File: config.mk
export PLATFORM = sky130hd
export DESIGN_NAME = apb_slave_regfile
export DESIGN_NICKNAME = d
export VERILOG_FILES = /design/src/rtl/apb_pkg.sv /design/src/rtl/apb_regfile.sv /design/src/rtl/apb_slave_regfile.sv
export SDC_FILE = /design/constraint.sdc
export NUM_CORES = 2
export LEC_CHECK = 0
export BUFFER_PORTS_ARGS = -buffer_cell sky130_fd_sc_hd__buf_2
export CAP_MARGIN = 20
export CORE_MARGIN = 2
export CORE_UTILIZATION = 55
export CTS_BUF_LIST = sky130_fd_sc_hd__clkbuf_2 sky130_fd_sc_hd__clkbuf_4 sky130_fd_sc_hd__clkbuf_8
export DETAILED_ROUTE_END_ITERATION = 10
export PLACE_DENSITY_LB_ADDON = 0.08
export SLEW_MARGIN = 20
export SYNTH_ARGS = -nofsm -noshare
export SYNTH_HDL_FRONTEND = slang
export SYNTH_SLANG_ARGS = --single-unit
File: constraint.sdc
create_clock -name hclk -period 5.5 [get_ports hclk]
set_clock_uncertainty 0.2 [all_clocks]
set_input_delay 0.275 -clock hclk [delete_from_list [all_inputs] [get_ports hclk]]
set_output_delay 0.275 -clock hclk [all_outputs]
set_load 0.01 [all_outputs]
File: src/rtl/apb_pkg.sv
// Shared APB completer definitions: bus widths, FSM state encoding and the
// address decode used by the register-file slaves on the bridge's APB bus.
package apb_pkg;

    localparam int APB_AW    = 32;
    localparam int APB_DW    = 32;
    localparam int APB_IDX_W = 6;
    localparam logic [APB_DW-1:0] APB_DEFAULT_ID = 32'hA9B0_0001;

    typedef enum logic {
        ST_IDLE   = 1'b0,
        ST_ACCESS = 1'b1
    } apb_state_t;

    typedef struct packed {
        logic                 err;
        logic [APB_IDX_W-1:0] idx;
    } apb_decode_t;

    // Compare in 33 bits so base + 4*nRegs can never wrap past 2^32.
    function automatic apb_decode_t apbDecode(
        input logic [APB_AW-1:0] addr,
        input logic              write,
        input logic [APB_AW-1:0] base,
        input int unsigned       nRegs
    );
        apb_decode_t     d;
        logic [APB_AW:0] addrExt;
        logic [APB_AW:0] lo;
        logic [APB_AW:0] hi;
        addrExt = {1'b0, addr};
        lo      = {1'b0, base};
        hi      = lo + (33'(nRegs) << 2);
        d.idx   = APB_IDX_W'((addrExt - lo) >> 2);
        d.err   = (addr[1:0] != 2'b00) || (addrExt < lo) || (addrExt >= hi) ||
                  (write && (d.idx == '0));
        return d;
    endfunction

endpackage

File: src/rtl/apb_regfile.sv
// Word-addressed register storage with one write port and one combinational
// read port; index 0 is a constant ID and never holds state.
module apb_regfile
    import apb_pkg::*;
#(
    parameter int                N_REGS   = 16,
    parameter logic [APB_DW-1:0] ID_VALUE = APB_DEFAULT_ID
) (
    input  logic                 i_clk,
    input  logic                 i_reset,
    input  logic                 i_we,
    input  logic [APB_IDX_W-1:0] i_widx,
    input  logic [APB_DW-1:0]    i_wdata,
    input  logic [APB_IDX_W-1:0] i_ridx,
    output logic [APB_DW-1:0]    o_rdata
);

    localparam int                 DEPTH     = 1 << APB_IDX_W;
    localparam logic [APB_IDX_W:0] NREGS_EXT = (APB_IDX_W + 1)'(N_REGS);

    logic [APB_DW-1:0] r_mem [DEPTH];

    // Entries at or above N_REGS are never written and stay at their reset value.
    always_ff @(posedge i_clk) begin
        if (i_reset) begin
            for (int i = 0; i < DEPTH; i++) begin
                r_mem[i] <= '0;
            end
        end else if (i_we && (i_widx != '0) && ({1'b0, i_widx} < NREGS_EXT)) begin
            r_mem[i_widx] <= i_wdata;
        end
    end

    assign o_rdata = (i_ridx == '0) ? ID_VALUE : r_mem[i_ridx];

endmodule

File: src/rtl/apb_slave_regfile.sv
// APB completer backing a small register file: setup-phase latch and decode,
// access phase stretched by WAIT_STATES, error response for bad addresses.
module apb_slave_regfile
    import apb_pkg::*;
#(
    parameter int                SLAVE_IDX   = 0,
    parameter logic [APB_AW-1:0] BASE_ADDR   = 32'h8000_0000,
    parameter int                N_REGS      = 16,
    parameter int                WAIT_STATES = 0,
    parameter logic [APB_DW-1:0] ID_VALUE    = APB_DEFAULT_ID
) (
    input  logic              hclk,
    input  logic              hreset,
    input  logic [2:0]        psel,
    input  logic              penable,
    input  logic              pwrite,
    input  logic [APB_AW-1:0] paddr,
    input  logic [APB_DW-1:0] pwdata,
    output logic [APB_DW-1:0] prdata,
    output logic              pready,
    output logic              pslverr
);

    localparam logic [3:0] WAIT_LOAD = 4'(WAIT_STATES);

    apb_state_t           r_state;
    logic [3:0]           r_wcnt;
    logic [APB_IDX_W-1:0] r_aIdx;
    logic                 r_aWrite;
    logic [APB_DW-1:0]    r_aWdata;
    logic                 r_aErr;
    logic [APB_DW-1:0]    r_prdata;

    logic                 w_sel;
    logic                 w_setup;
    logic                 w_accessDone;
    logic                 w_we;
    apb_decode_t          w_dec;
    logic [APB_DW-1:0]    w_rdata;

    assign w_sel        = |(psel & (3'b001 << SLAVE_IDX));
    assign w_setup      = w_sel && !penable;
    assign w_accessDone = (r_state == ST_ACCESS) && w_sel && penable && (r_wcnt == 4'd0);
    assign w_we         = w_accessDone && r_aWrite && !r_aErr;
    assign w_dec        = apbDecode(paddr, pwrite, BASE_ADDR, N_REGS);
    assign prdata       = r_prdata;

    apb_regfile #(
        .N_REGS   (N_REGS),
        .ID_VALUE (ID_VALUE)
    ) u_regfile (
        .i_clk   (hclk),
        .i_reset (hreset),
        .i_we    (w_we),
        .i_widx  (r_aIdx),
        .i_wdata (r_aWdata),
        .i_ridx  (w_dec.idx),
        .o_rdata (w_rdata)
    );

    // A setup phase restarts the transfer from either state, discarding any old one.
    always_ff @(posedge hclk) begin
        if (hreset) begin
            r_state  <= ST_IDLE;
            r_wcnt   <= 4'd0;
            r_aIdx   <= '0;
            r_aWrite <= 1'b0;
            r_aWdata <= '0;
            r_aErr   <= 1'b0;
            r_prdata <= '0;
        end else if (w_setup) begin
            r_state  <= ST_ACCESS;
            r_wcnt   <= WAIT_LOAD;
            r_aIdx   <= w_dec.idx;
            r_aWrite <= pwrite;
            r_aWdata <= pwdata;
            r_aErr   <= w_dec.err;
            if (!pwrite) begin
                r_prdata <= w_dec.err ? '0 : w_rdata;
            end
        end else if (r_state == ST_ACCESS) begin
            if (!w_sel || (r_wcnt == 4'd0)) begin
                r_state <= ST_IDLE;
            end else begin
                r_wcnt <= r_wcnt - 4'd1;
            end
        end
    end

    always_comb begin
        pready  = 1'b1;
        pslverr = 1'b0;
        if (r_state == ST_ACCESS) begin
            if (w_sel && penable) begin
                pready  = (r_wcnt == 4'd0);
                pslverr = (r_wcnt == 4'd0) && r_aErr;
            end
        end else if (w_sel && penable) begin
            pslverr = 1'b1;
        end
    end

endmodule

==> flow_summary.ini <==
[power]
intPower_w = 0.0168
p_per_area_nw_per_um2 = 335
switching_share = 0.221
peakVddDrop_v = 0.000279
clock_power_share = 0.383
p_sw_w = 0.00477
p_comb_frac = 0.066
p_leak_nw = 24.3
seq_power_share = 0.551

[clock_tree]
post_cts_resized = 0
numClockSinks = 1325
clkSlewWorstSetupHoldPaths_ns = 0.06
cts_buffer_depth = 3
cts_made_buffers = 209
htree_num_levels = 4
cts_tree = built
clock_latency_ns = 0.88
cts_root_buffer = clkbuf_8

[sta]
maxSlewHeadroom = 0.225
whs_ns = 0.157
setup_viol = 0
max_clock_freq_mhz = 248
fin_setup_tns_ns = 0
min_period_ns = 4.03
worst_slack_ns = 1.47
rsz0062_at_grt = no
hold_viol_final = 0
finalMaxSlewViolations = 0
min_period_over_period = 0.733
worstMarginPinSlew_ns = 1.16

[global_route]
antenna_found_initial = 6
track_usage = 0.258
grt_max_degree = 185
grt_pass1_wl_um = 191000
grt_remaining_overflow = 0
grt_pass1_vias = 30600

[synthesis]
synth_area_um2 = 54400
synthMuxAreaShare = 0.132
synth_flop_cell = edfxtp_1
synthAdderAreaFrac = 0.000460
synth-compound-area-share = 0.0389
synth_top_area_frac = 0.689
avgSynthCellArea_um2 = 17.0
synth.largest_area_cell = edfxtp_1
async_reset_ff_frac = 0
synth-xor-area-share = 0.000483
synthSimpleGateAreaFrac = 0.0873
yosysWarnings = 0
ys_top_cells_by_area = edfxtp_1 (69%), mux4_2 (8.6%), and2_1 (5.2%)
synth_top_family_by_area = multiplexers
synth_cells = 3206
synth_cell_types = 65
synth_edf_count = 1248
ys_seq_area_frac = 0.718
synth-seq-cells = 1325

[routing]
viasPerCell = 5.32
routed_wl_um = 128000
drtIter0Drc = 3027
drcViolationCount = 0
wl_per_cell_um = 22.7
drtAntennaViolNets = 0
vias = 30100
firstDrtPassIters = 5

[setup_path]
end_kind = register
arrival_ns = 4.37
crit_fanout = 33
cp.required_ns = 5.84
path_class = register to register
path_cells = inv_1 -> ha_1 -> or3b_4 -> nor4_4 -> nand3_1 -> nor2_2 -> buf_4 -> or2_2 -> buf_4
critPathMaxStageDelay_ns = 0.79
crit_top_cell = buf_4
critPathSlowestCell = or2_2
start_kind = register

[placement]
port_buffers = 102
globalplace.congestion = 0.775
post-dp-hpwl_um = 73500
dpl.cell_count = 5158
pre_cts_ws_ns = 1.48

[final_layout]
drive_above_1_share = 0.199
instances_no_fill = 5664
area_growth_pct = 18.2
fillCellCount = 7065
final_common_cell = edfxtp_1
fin_nets = 4272
final_cell_mix = edfxtp_1 (1248), conb_1 (768), and2_1 (450), clkbuf_8 (226), mux4_2 (208)

[floorplanning]
die_area_um2 = 101000
die_h_um = 318
start_util = 0.554
rows = 115
core_um2 = 98100
ioPinCount = 105
die_x_um = 318

[status]
status = finished clean

[run]
maxCapViolations = 0

[hold_path]
hp-class = primary input to register
==> power groups by stage <==
| stage | logic (W) | registers, W | clock network (W) |
|---|---|---|---|
| 2_1_floorplan | 0.000956 | 0.0120 | 0 |
| 3_3_place_gp | 0.00135 | 0.0120 | 0 |
| 3_5_place_dp | 0.00135 | 0.0121 | 0 |
| 4_1_cts | 0.00141 | 0.0119 | 0.00842 |
| 5_1_grt | 0.00154 | 0.0119 | 0.00888 |
| 6_report | 0.00142 | 0.0119 | 0.00825 |
==> synthesized netlist by cell type, drive strengths merged, types with 9 or more instances <==
library cell / n
dfxtp: 77
and3: 11
mux2i: 192
a32oi: 9
nor2: 41
nor3: 10
a221oi: 38
o22ai: 20
mux4: 208
nor4: 14
or2: 17
clkbuf: 182
mux2: 49
nand4: 13
edfxtp: 1248
buf: 98
nand3: 42
a21oi: 67
inv: 10
nor2b: 16
o21ai: 30
nand2: 158
a22oi: 81
nand2b: 9
and2: 483
o221ai: 12
==> worst max-delay path: cells and delay by family, from the launching register on <==
| family | cells | cell delay [ns] |
|---|---|---|
| buffers and inverters | 3 | 0.99 |
| DFF | 1 | 0.33 |
| adders and majority gates | 1 | 0.13 |
| and+or+nand+nor | 5 | 2.03 |
==> timing repair <==
action | CTS | global route
endpoints found under the hold margin | 82 | 0
hold buffers | 116 | 0
buffers inserted | 0 | 0
==> metal layers <==
metal	vias to the layer above	GRT usage	share of wire
met5	-	0	0
met4	0	0.0853	0.027
met3	236	0.0482	0.077
met2	1175	0.415	0.48
met1	15100	0.358	0.41
li1	13600	-	-
==> sequential cells by signal, indices dropped and copies added (netlist names) <==
name	flops
u_regfile.r_mem	1248
prdata	32
r_aWdata	32
r_aIdx	6
r_wcnt	4
r_aErr	1
r_aWrite	1
r_state	1
==> area by class of cell <==
| cell class | instances | area, µm² | area share |
|---|---|---|---|
| diodes | 3 | 7.51 | 0.000117 |
| clock buffers | 338 | 3950 | 0.0615 |
| flip-flops and latches | 1325 | 39000 | 0.607 |
| inverters | 11 | 41.3 | 0.000642 |
| clock inverters | 48 | 244 | 0.00379 |
| well taps | 1287 | 1610 | 0.0250 |
| multi-input cells | 2357 | 17100 | 0.265 |
| repair buffers | 295 | 2360 | 0.0368 |
==> final timing paths <==
path	start	end	slack (ns)	depth (start not counted)
hold / removal	psel[0]	r_state	0.16	4
setup / recovery	r_wcnt[0]	u_regfile.r_mem[3][16]	1.47	9
setup reg to reg	r_wcnt[0]	u_regfile.r_mem[3][16]	1.47	9
hold reg to reg	prdata[25]	prdata[25]	0.27	2
==> cells by family after synthesis <==
group | count (synthesis)
compound gates | 304
fa+ha+maj | 2
flops | 1325
buf+inv | 291
simple gates | 831
xor+xnor | 3
mux | 449
other cells | 1
==> stage by stage <==
step,power (W),util,area [µm²]
final,0.0215,0.655,64300
after global routing,0.0223,0.655,64300
after CTS,0.0217,0.655,64300
after detailed placement,0.0134,0.600,58900
after global placement,0.0134,0.600,58900
after floorplan,0.0129,-,57300
No activity file was read; power rests on OpenSTA's default activity.
